--- src/rtl/local_inject_arbiter_if.sv ---
`default_nettype none
// ============================================================================
// Module   : local_inject_arbiter_if
// Purpose  : Source-side and switch-side AXI-stream bundle of the injection arbiter.
// Revision : 1.0
// ============================================================================
interface local_inject_arbiter_if #(
  parameter int BW      = 32,
  parameter int BWB     = BW / 8,
  parameter int NUM_REQ = 2
);
  logic [NUM_REQ-1:0]     s_TVALID;
  logic [NUM_REQ*BW-1:0]  s_TDATA;
  logic [NUM_REQ*BWB-1:0] s_TKEEP;
  logic [NUM_REQ-1:0]     s_TLAST;
  logic [NUM_REQ-1:0]     s_TREADY;
  logic                   m_TVALID;
  logic [BW-1:0]          m_TDATA;
  logic [BWB-1:0]         m_TKEEP;
  logic                   m_TLAST;
  logic                   m_TREADY;

  // slave: the arbiter's view; master: the sources plus switch surrounding it
  modport slave (
    input  s_TVALID, s_TDATA, s_TKEEP, s_TLAST, m_TREADY,
    output s_TREADY, m_TVALID, m_TDATA, m_TKEEP, m_TLAST
  );
  modport master (
    output s_TVALID, s_TDATA, s_TKEEP, s_TLAST, m_TREADY,
    input  s_TREADY, m_TVALID, m_TDATA, m_TKEEP, m_TLAST
  );
endinterface
`default_nettype wire

--- src/rtl/local_inject_arbiter.sv ---
`default_nettype none
// ============================================================================
// Module   : local_inject_arbiter
// Purpose  : Packet-atomic round-robin arbiter for the tile's local NoC injection port.
// Revision : 1.0
// ============================================================================
module local_inject_arbiter #(
  parameter int BW      = 32,
  parameter int BWB     = BW / 8,
  parameter int NUM_REQ = 2,
  parameter int CNT_W   = 16
) (
  input  wire                        clk_line,
  input  wire                        clk_line_rst_low,
  input  wire                        arb_enable,
  local_inject_arbiter_if.slave      bus,
  output logic [NUM_REQ-1:0]         grant,
  output logic                       busy,
  output logic [NUM_REQ*CNT_W-1:0]   pkt_count
);

  localparam int c_PW = $clog2(NUM_REQ);

  if (NUM_REQ < 2 || NUM_REQ > 4) begin : g_bad_num_req
    $error("local_inject_arbiter: NUM_REQ must be 2..4");
  end

  typedef enum logic [0:0] {
    ST_IDLE = 1'b0,
    ST_BUSY = 1'b1
  } state_t;

  state_t                     r_state;
  logic [c_PW-1:0]            r_rr_ptr;
  logic [c_PW-1:0]            r_gidx;
  logic [NUM_REQ-1:0]         r_grant;
  logic [NUM_REQ*CNT_W-1:0]   r_pkt_count;

  logic                       w_found;
  logic [c_PW-1:0]            w_sel;
  logic [c_PW:0]              w_sum;
  logic [c_PW-1:0]            w_next_ptr;
  logic                       w_last_acc;
  logic [NUM_REQ-1:0]         w_tready;

  // Round-robin search starting at r_rr_ptr; one subtraction wraps since both terms are < NUM_REQ
  always_comb begin
    w_found = 1'b0;
    w_sel   = '0;
    w_sum   = '0;
    for (int k = 0; k < NUM_REQ; k++) begin
      w_sum = {1'b0, r_rr_ptr} + (c_PW+1)'(k);
      if (w_sum >= (c_PW+1)'(NUM_REQ)) begin
        w_sum = w_sum - (c_PW+1)'(NUM_REQ);
      end
      if (!w_found && bus.s_TVALID[w_sum[c_PW-1:0]]) begin
        w_found = 1'b1;
        w_sel   = w_sum[c_PW-1:0];
      end
    end
  end

  assign w_next_ptr = (r_gidx == c_PW'(NUM_REQ - 1)) ? '0 : r_gidx + c_PW'(1);

  assign bus.m_TVALID = (r_state == ST_BUSY) ? bus.s_TVALID[r_gidx]               : 1'b0;
  assign bus.m_TDATA  = (r_state == ST_BUSY) ? bus.s_TDATA[r_gidx*BW +: BW]        : '0;
  assign bus.m_TKEEP  = (r_state == ST_BUSY) ? bus.s_TKEEP[r_gidx*BWB +: BWB]      : '0;
  assign bus.m_TLAST  = (r_state == ST_BUSY) ? bus.s_TLAST[r_gidx]                : 1'b0;

  always_comb begin
    w_tready = '0;
    if (r_state == ST_BUSY) begin
      w_tready[r_gidx] = bus.m_TREADY;
    end
  end
  assign bus.s_TREADY = w_tready;

  assign w_last_acc = bus.m_TVALID & bus.m_TREADY & bus.m_TLAST;

  always_ff @(posedge clk_line or negedge clk_line_rst_low) begin
    if (!clk_line_rst_low) begin
      r_state     <= ST_IDLE;
      r_rr_ptr    <= '0;
      r_gidx      <= '0;
      r_grant     <= '0;
      r_pkt_count <= '0;
    end else begin
      case (r_state)
        ST_IDLE: begin
          if (arb_enable && w_found) begin
            r_state <= ST_BUSY;
            r_gidx  <= w_sel;
            r_grant <= NUM_REQ'(1) << w_sel;
          end
        end
        ST_BUSY: begin
          // Ownership is released only on the accepted TLAST beat
          if (w_last_acc) begin
            r_state  <= ST_IDLE;
            r_grant  <= '0;
            r_rr_ptr <= w_next_ptr;
            r_pkt_count[r_gidx*CNT_W +: CNT_W] <= r_pkt_count[r_gidx*CNT_W +: CNT_W] + CNT_W'(1);
          end
        end
        default: r_state <= ST_IDLE;
      endcase
    end
  end

  assign grant     = r_grant;
  assign busy      = (r_state == ST_BUSY);
  assign pkt_count = r_pkt_count;

endmodule
`default_nettype wire

--- src/flat_wrapper.sv ---
// flat-port wrapper written by rule: the top's interface ports become plain ports
module local_inject_arbiter_flat 
#(
  parameter int BW      = 32,
  parameter int BWB     = BW / 8,
  parameter int NUM_REQ = 2,
  parameter int CNT_W   = 16
)
  (clk_line, clk_line_rst_low, arb_enable, grant, busy, pkt_count, bus_s_TVALID, bus_s_TDATA, bus_s_TKEEP, bus_s_TLAST, bus_m_TREADY, bus_s_TREADY, bus_m_TVALID, bus_m_TDATA, bus_m_TKEEP, bus_m_TLAST);
  local_inject_arbiter_if #(.BW(BW), .BWB(BWB), .NUM_REQ(NUM_REQ)) bus_i ();
  input  wire clk_line;
  input  wire clk_line_rst_low;
  input  wire arb_enable;
  output logic [NUM_REQ-1:0] grant;
  output logic busy;
  output logic [NUM_REQ*CNT_W-1:0] pkt_count;
  input wire logic [$bits(bus_i.s_TVALID)-1:0] bus_s_TVALID;
  input wire logic [$bits(bus_i.s_TDATA)-1:0] bus_s_TDATA;
  input wire logic [$bits(bus_i.s_TKEEP)-1:0] bus_s_TKEEP;
  input wire logic [$bits(bus_i.s_TLAST)-1:0] bus_s_TLAST;
  input wire logic [$bits(bus_i.m_TREADY)-1:0] bus_m_TREADY;
  output wire logic [$bits(bus_i.s_TREADY)-1:0] bus_s_TREADY;
  output wire logic [$bits(bus_i.m_TVALID)-1:0] bus_m_TVALID;
  output wire logic [$bits(bus_i.m_TDATA)-1:0] bus_m_TDATA;
  output wire logic [$bits(bus_i.m_TKEEP)-1:0] bus_m_TKEEP;
  output wire logic [$bits(bus_i.m_TLAST)-1:0] bus_m_TLAST;
  assign bus_i.s_TVALID = bus_s_TVALID;
  assign bus_i.s_TDATA = bus_s_TDATA;
  assign bus_i.s_TKEEP = bus_s_TKEEP;
  assign bus_i.s_TLAST = bus_s_TLAST;
  assign bus_i.m_TREADY = bus_m_TREADY;
  assign bus_s_TREADY = bus_i.s_TREADY;
  assign bus_m_TVALID = bus_i.m_TVALID;
  assign bus_m_TDATA = bus_i.m_TDATA;
  assign bus_m_TKEEP = bus_i.m_TKEEP;
  assign bus_m_TLAST = bus_i.m_TLAST;
  local_inject_arbiter #(.BW(BW), .BWB(BWB), .NUM_REQ(NUM_REQ), .CNT_W(CNT_W)) u_core (.clk_line(clk_line), .clk_line_rst_low(clk_line_rst_low), .arb_enable(arb_enable), .bus(bus_i), .grant(grant), .busy(busy), .pkt_count(pkt_count));
endmodule
--- config.mk ---
export PLATFORM = sky130hd
export DESIGN_NAME = local_inject_arbiter_flat
export DESIGN_NICKNAME = d
export VERILOG_FILES = /design/src/rtl/local_inject_arbiter_if.sv /design/src/rtl/local_inject_arbiter.sv /design/src/flat_wrapper.sv
export SDC_FILE = /design/constraint.sdc
export NUM_CORES = 1
export LEC_CHECK = 0
export BUFFER_PORTS_ARGS = -buffer_cell sky130_fd_sc_hd__buf_2
export CAP_MARGIN = 20
export CORE_MARGIN = 1.5
export CORE_UTILIZATION = 47
export CTS_CLUSTER_SIZE = 10
export DETAILED_ROUTE_END_ITERATION = 6
export HOLD_SLACK_MARGIN = 0.15
export PLACE_DENSITY = 0.86
export SETUP_SLACK_MARGIN = 0.5
export SYNTH_ARGS = -nofsm -noshare
export SYNTH_HDL_FRONTEND = slang
export SYNTH_SLANG_ARGS = --single-unit
--- constraint.sdc ---
create_clock -name clk_line -period 3.5 [get_ports clk_line]
set_clock_uncertainty 0.05 [all_clocks]
set_input_delay 0.525 -clock clk_line [delete_from_list [all_inputs] [get_ports clk_line]]
set_output_delay 0.525 -clock clk_line [all_outputs]
set_load 0.01 [all_outputs]
==> qor.csv, run 1 <==
metric,value,unit
hpwl dp,6.03,mm
largest net degree at the start of global routing,44,
"Slowest-stage cell, CP",dfrtp_4,
Hold Crit Class,in -> async,
Top delay family on crit path,flip-flops,
WP data required,2.92,ns
"Clk pin slew, worst setup/hold paths",0.07,ns
worst-path fanout max,43,
f_max,374,MHz
startpoint types,register,
sequential share of power,32.3,%
slew margin rel.,45.7,%
Netlist cell types,43,
# setup viols final,0,
Critical R2R Launch,u_core.r_gidx,
Post-synth ARST share,100,%
Boundary Pins,155,
share of layout cells above drive strength 1,44.1,%
hold_buf cts,0,
DIE AREA,5920,um^2
Adder-Cell Fraction of Synth Area,0.487,%
peak supply drop,378,uV
WL final,7.74,mm
"Clk Latency, worst-skew pair",0.29,ns
post-CTS resize count,0,
placed cells,477,
Fin. Hold Viols,0,
via count,2651,
Core Area,5200,um^2
final std cells w/o fill,485,
Yosys top cell by area,dfrtp_1,
Worst setup endpoint,bus_m_TLAST,
Worst Setup End Kind,output port,
"EDFF count, synth",0,
PD cells,576,nW/um^2
Starting Density,49.4,%
R2R cell count,5,
first-pass GRT wire length,12.3,mm
synth warn,0,
multiplexer area fraction after synthesis,16.9,%
maxcap violations,0,
fin crit share,76.3,%
Critical path origin,u_core.r_gidx,
Synth area leaders,"dfrtp_1, mux2i_1, xnor2_1",
most instantiated library cell after synthesis,nor2_1,
Port Buf Inserts,154,
synth cell count leaders,"nor2_1, mux2i_1, dfrtp_1",
routability cong.,0.862,
Setup Buffers After CTS,0,
Die Ht,76.9,um
Area growth syn-to-layout,33.9,%
share of the synthesized area in the top cell type,36.0,%
Compound-Gate Fraction of Synth Area,7.94,%
CP Class,reg -> out,
CP Cell Sequence,buf_4 -> mux2i_1 -> nor2_1 -> buf_2,
fin util,66.1,%
Comb pwr share,52.2,%
Synth Area in XOR/XNOR,9.54,%
switching power,0.861,mW
Critical R2R Capture,u_core.pkt_count[26],
Net Sw Frac,43.4,%
routed length per placed instance,16.0,um
cells after synthesis,265,
largest family of logic cells by synthesized area,simple AND/OR/NAND/NOR gates,
DR vias/cell,5.47,
worst-margin pin slew,0.815,ns
# diodes,0,
1st-pass router iterations,4,
Residual DRC,0,
syn_area_per_cell,9.70,um^2
grt total ovfl,0,
number of synthesized register bits,37,
root buf cell,clkbuf_8,
Buf/Inv on CP,2,
CP peak stage delay,0.77,ns
outcome,finished clean,
Synth Area in Simple Gates,24.8,%
clock power share,15.5,%
H-tree levels,2,
min cycle time layout,2.67,ns
CTS max path bufs,2,
CTS buffer count,5,
RSZ-0062 raised after global routing,no,
row cnt,26,
final net count,495,
clock sink count,37,
synthesized area,2570,um^2
Main synth FF type,dfrtp_1,
setup tns final,0,ns
syn nets,346,
antenna violations before repair,0,
critical path data arrival time,2.10,ns
total track usage,25.9,%
Iter 0 DRT Violations,102,
LEAKAGE,1.93,nW
cell-internal power,1.12,mW
vias in the first global route,2494,
Crit path depth,4,
CTS tree,done,
sequential fraction of the synthesis area,36.0,%
final count of pins violating max slew,0,
Final ANT Viol Nets,0,
die extent in x,76.9,um
"reg-to-reg slack, setup",0.99,ns
==> through the flow <==
step	cell area, um^2	power (mW)	setup WS, ns	hold slack, ns
after floorplan	2570	1.33	1.39	0.179
after global placement	3350	1.65	1.14	0.408
after detailed placement	3350	1.68	1.03	0.417
after CTS	3440	1.99	0.832	0.295
after global routing	3440	2.10	0.723	0.344
final	3440	1.98	0.828	0.275
==> power by group through the flow <==
stage,registers [mW],logic [mW],clock network (mW)
finish,0.640,1.04,0.308
global route,0.652,1.12,0.329
CTS,0.639,1.04,0.312
detailed placement,0.646,1.04,0
global placement,0.643,1.01,0
floorplan,0.578,0.756,0
==> logic make-up (layout without fill, tap and decap cells) <==
kind of cell	Yosys count	after routing
and+or+nand+nor	112	112
adders and majority gates	1	1
buffers and inverters	18	168
xor gates and xnor gates	28	28
DFF	37	37
AOI/OAI and AO/OA	26	26
muxes	43	43
==> cell type report <==
type	count	area (um^2)
timing repair buffer	156	786
clock buffer	8	90.1
tap	70	87.6
sequential	37	930
multi-input combinational	210	1530
inverter	4	15.0
fill	419	1760
==> per-layer routing <==
layer / vias up / global-route usage (%) / share of wire (%)
li1: 1243 / - / -
met3: 18 / 5.48 / 8.2
met5: - / 0 / 0
met2: 141 / 45.4 / 51
met4: 0 / 8.15 / 2.0
met1: 1249 / 31.5 / 39
==> sequential cells by signal (all words and copies together) (netlist names) <==
name              flops
u_core.busy           1
u_core.r_gidx         1
u_core.r_rr_ptr       1
u_core.pkt_count     32
u_core.grant          2
==> placed cells by master (no fill, tap or decap), drive strengths merged, types with 3 or more instances in the layout <==
cell and count:
nand3b 7, buf 156, nand3 20, nor2 43
mux2 4, nor3 4, inv 4, o2111ai 4
a22oi 3, xor2 5, xnor2 23, nand2 20
mux2i 39, o211ai 4, dfrtp 37, o21ai 4
o21a 3, clkbuf 8, nor4 7, nand4 5
==> how the worst min path moves through the flow <==
stage | depth (start not counted) | start | end | slack [ns]
after floorplan | 0 | clk_line_rst_low | u_core.busy | 0.18
after global placement | 1 | u_core.pkt_count[15] | u_core.pkt_count[15] | 0.41
after detailed placement | 1 | u_core.pkt_count[15] | u_core.pkt_count[15] | 0.42
after CTS | 1 | clk_line_rst_low | u_core.pkt_count[21] | 0.29
after global routing | 1 | clk_line_rst_low | u_core.pkt_count[24] | 0.34
final | 1 | clk_line_rst_low | u_core.pkt_count[31] | 0.27
No activity file was read; power rests on OpenSTA's default activity.
==> inputs of run 2 (changes only) <==
--- a/config.mk
+++ b/config.mk
@@ -8,11 +8,11 @@
 export BUFFER_PORTS_ARGS = -buffer_cell sky130_fd_sc_hd__buf_2
 export CAP_MARGIN = 20
 export CORE_MARGIN = 1.5
-export CORE_UTILIZATION = 47
+export CORE_UTILIZATION = 40
 export CTS_CLUSTER_SIZE = 10
 export DETAILED_ROUTE_END_ITERATION = 6
 export HOLD_SLACK_MARGIN = 0.15
-export PLACE_DENSITY = 0.86
+export PLACE_DENSITY = 0.78
 export SETUP_SLACK_MARGIN = 0.5
 export SYNTH_ARGS = -nofsm -noshare
 export SYNTH_HDL_FRONTEND = slang
==> constraint.sdc (replaced) <==
create_clock -name clk_line -period 2.41 [get_ports clk_line]
set_clock_uncertainty 0.05 [all_clocks]
set_input_delay 0.3615 -clock clk_line [delete_from_list [all_inputs] [get_ports clk_line]]
set_output_delay 0.3615 -clock clk_line [all_outputs]
set_load 0.01 [all_outputs]
==> run 2 against run 1 <==
Non-clock buffer count up 22. Critical path type unchanged. Register-to-register slack got worse by 0.52 ns. Wire length increased by 15%. Largest cell class unchanged. Count of clock-buffer cells in the layout shrank 3. Final cell count up 6.2%. Power grew 84%.
==> qor.csv, run 2 (same netlist as run 1, synthesis figures left out) <==
metric,value,unit,change
outcome,finished clean,,
final count of pins violating max slew,0,,unchanged
CTS buffer count,5,,unchanged
fin crit share,81.6,%,
WP data required,2.00,ns,-0.92 ns
routability cong.,0.912,,+5.8%
root buf cell,clkbuf_8,,
CTS tree,done,,
first-pass GRT wire length,13.0,mm,+6.1%
worst-path fanout max,11,,-74%
slew margin rel.,45.2,%,-0.42 points
"Clk pin slew, worst setup/hold paths",0.07,ns,about the same
clock power share,17.7,%,+2.2 points
switching power,1.42,mW,+65%
H-tree levels,2,,unchanged
cell-internal power,2.22,mW,+98%
Starting Density,40.9,%,-8.4 points
grt total ovfl,0,,unchanged
Port Buf Inserts,154,,unchanged
Critical R2R Launch,u_core.r_gidx,,
Core Area,6280,um^2,+21%
"commonest non-fill, non-tap cell in the layout",buf_2,,
sequential share of power,23.1,%,-9.2 points
DR vias/cell,5.42,,-0.92%
antenna violations before repair,1,,+1
via count,2789,,+5.2%
Boundary Pins,155,,unchanged
largest net degree at the start of global routing,38,,-14%
Fin. Hold Viols,0,,unchanged
worst hold stages,3,,
total track usage,23.5,%,-2.4 points
WL final,8.90,mm,+15%
f_max,509,MHz,
maxcap violations,0,,unchanged
Net Sw Frac,39.1,%,-4.3 points
row cnt,29,,+12%
Comb pwr share,59.2,%,+7.0 points
peak supply drop,634,uV,+68%
die extent in x,83.2,um,+8.1%
final net count,517,,+4.4%
DIE AREA,6910,um^2,+17%
hold path startpoint,bus_s_TVALID[1],,
1st-pass router iterations,7,,+3
"commonest cells after routing, fill and taps aside","buf_2, nor2_1, dfrtp_1",,
Critical R2R Capture,u_core.pkt_count[30],,
Hold EP,u_core.grant[1],,
hpwl dp,6.13,mm,+1.6%
clock sink count,37,,unchanged
Worst Setup End Kind,output port,,
"Clk Latency, worst-skew pair",0.30,ns,about the same
Die Ht,83.2,um,+8.1%
placed cells,485,,+1.7%
final std cells w/o fill,515,,+6.2%
routed length per placed instance,17.3,um,+8.3%
# setup viols final,0,,unchanged
Iter 0 DRT Violations,109,,+6.9%
CTS max path bufs,2,,unchanged
share of layout cells above drive strength 1,50.8,%,+6.7 points
worst-margin pin slew,0.822,ns,+0.00634 ns
CP Class,reg -> out,,
FILL cells,515,,+23%
R2R cell count,7,,+2
setup tns final,0,ns,unchanged
Area growth syn-to-layout,53.6,%,
min cycle time layout,1.97,ns,
Residual DRC,0,,unchanged
critical path data arrival time,1.55,ns,-0.55 ns
max reg flops,32,,unchanged
Critical path origin,u_core.r_gidx,,
LEAKAGE,2.16,nW,+12%
startpoint types,register,,
RSZ-0062 raised after global routing,yes,,
PD cells,922,nW/um^2,+60%
"reg-to-reg slack, setup",0.47,ns,-0.52 ns
vias in the first global route,2585,,+3.6%
Hold Crit Class,in -> reg,,
Final ANT Viol Nets,0,,unchanged
[run 2: cell count changes in the layout (fill, tap and decap cells not counted), sizes merged]
cell	before	now
bufinv	0	2
clkinv	0	1
buf	156	173
dlygate4sd3	0	1
diode	0	1
clkbuf	8	9
[run 2: layer usage]
metal  up-vias  share of wire [%]  global-route usage (%)  wire length, um
met5         -                  0                       0                0
li1       1285                  -                       -                -
met4         0                2.3                    8.33              204
met1      1327                 38                    27.4             3340
met2       157                 53                    42.5             4680
met3        20                7.6                    4.97              674
[run 2: cell type report]
cell class / instances / area [um^2] / share of cell area (%)
inverters: 4 / 15.0 / 0.380
clock inverters: 3 / 65.1 / 1.65
flip-flops and latches: 37 / 930 / 23.5
repair buffers: 178 / 1120 / 28.3
diodes: 1 / 2.50 / 0.0634
well taps: 77 / 96.3 / 2.44
multi-input cells: 210 / 1650 / 41.8
clock buffers: 5 / 68.8 / 1.74
[run 2: how the worst max path moves through the flow]
stage | endpoint | slack [ns] | cells past startpoint
2_1_floorplan | u_core.pkt_count[30] | 0.50 | 8
3_3_place_gp | u_core.pkt_count[30] | 0.50 | 6
3_5_place_dp | u_core.pkt_count[30] | 0.45 | 6
4_1_cts | u_core.pkt_count[12] | 0.46 | 8
5_1_grt | bus_m_TDATA[13] | 0.40 | 5
6_report | bus_m_TDATA[12] | 0.44 | 5
[run 2: repair_timing]
item	in CTS	in global routing
setup buffers	10	4
pin swaps	6	19
gates resized for setup	7	24
cloned	1	5
endpoints found under the hold margin	37	0
endpoints found under the setup margin	47	58
hold buffers	1	0
[run 2: metrics by stage]
| stage | setup WS [ns] | instance area, um^2 | hold WS [ns] | utilization, % | power (mW) |
|---|---|---|---|---|---|
| floorplan | 0.503 | 2590 | 0.0159 | - | 1.99 |
| global placement | 0.497 | 3400 | 0.409 | 54.1 | 2.48 |
| detailed placement | 0.445 | 3400 | 0.412 | 54.1 | 2.52 |
| CTS | 0.458 | 3680 | 0.406 | 58.6 | 3.31 |
| global route | 0.396 | 3950 | 0.428 | 62.9 | 3.83 |
| finish | 0.444 | 3950 | 0.406 | 62.9 | 3.64 |
[run 2: power by group through the flow]
| stage | Sequential [mW] | Clock [mW] | Combinational, mW |
|---|---|---|---|
| 2_1_floorplan | 0.842 | 0 | 1.15 |
| 3_3_place_gp | 0.876 | 0 | 1.60 |
| 3_5_place_dp | 0.879 | 0 | 1.64 |
| 4_1_cts | 0.840 | 0.646 | 1.83 |
| 5_1_grt | 0.855 | 0.676 | 2.30 |
| 6_report | 0.841 | 0.644 | 2.16 |
[run 2: critical path: stages, from the launching register on]
cell,delay [ns]
dfrtp_4,0.54
buf_12,0.16
clkbuf_16,0.17
mux2i_1,0.12
nor2_1,0.12
buf_2,0.15
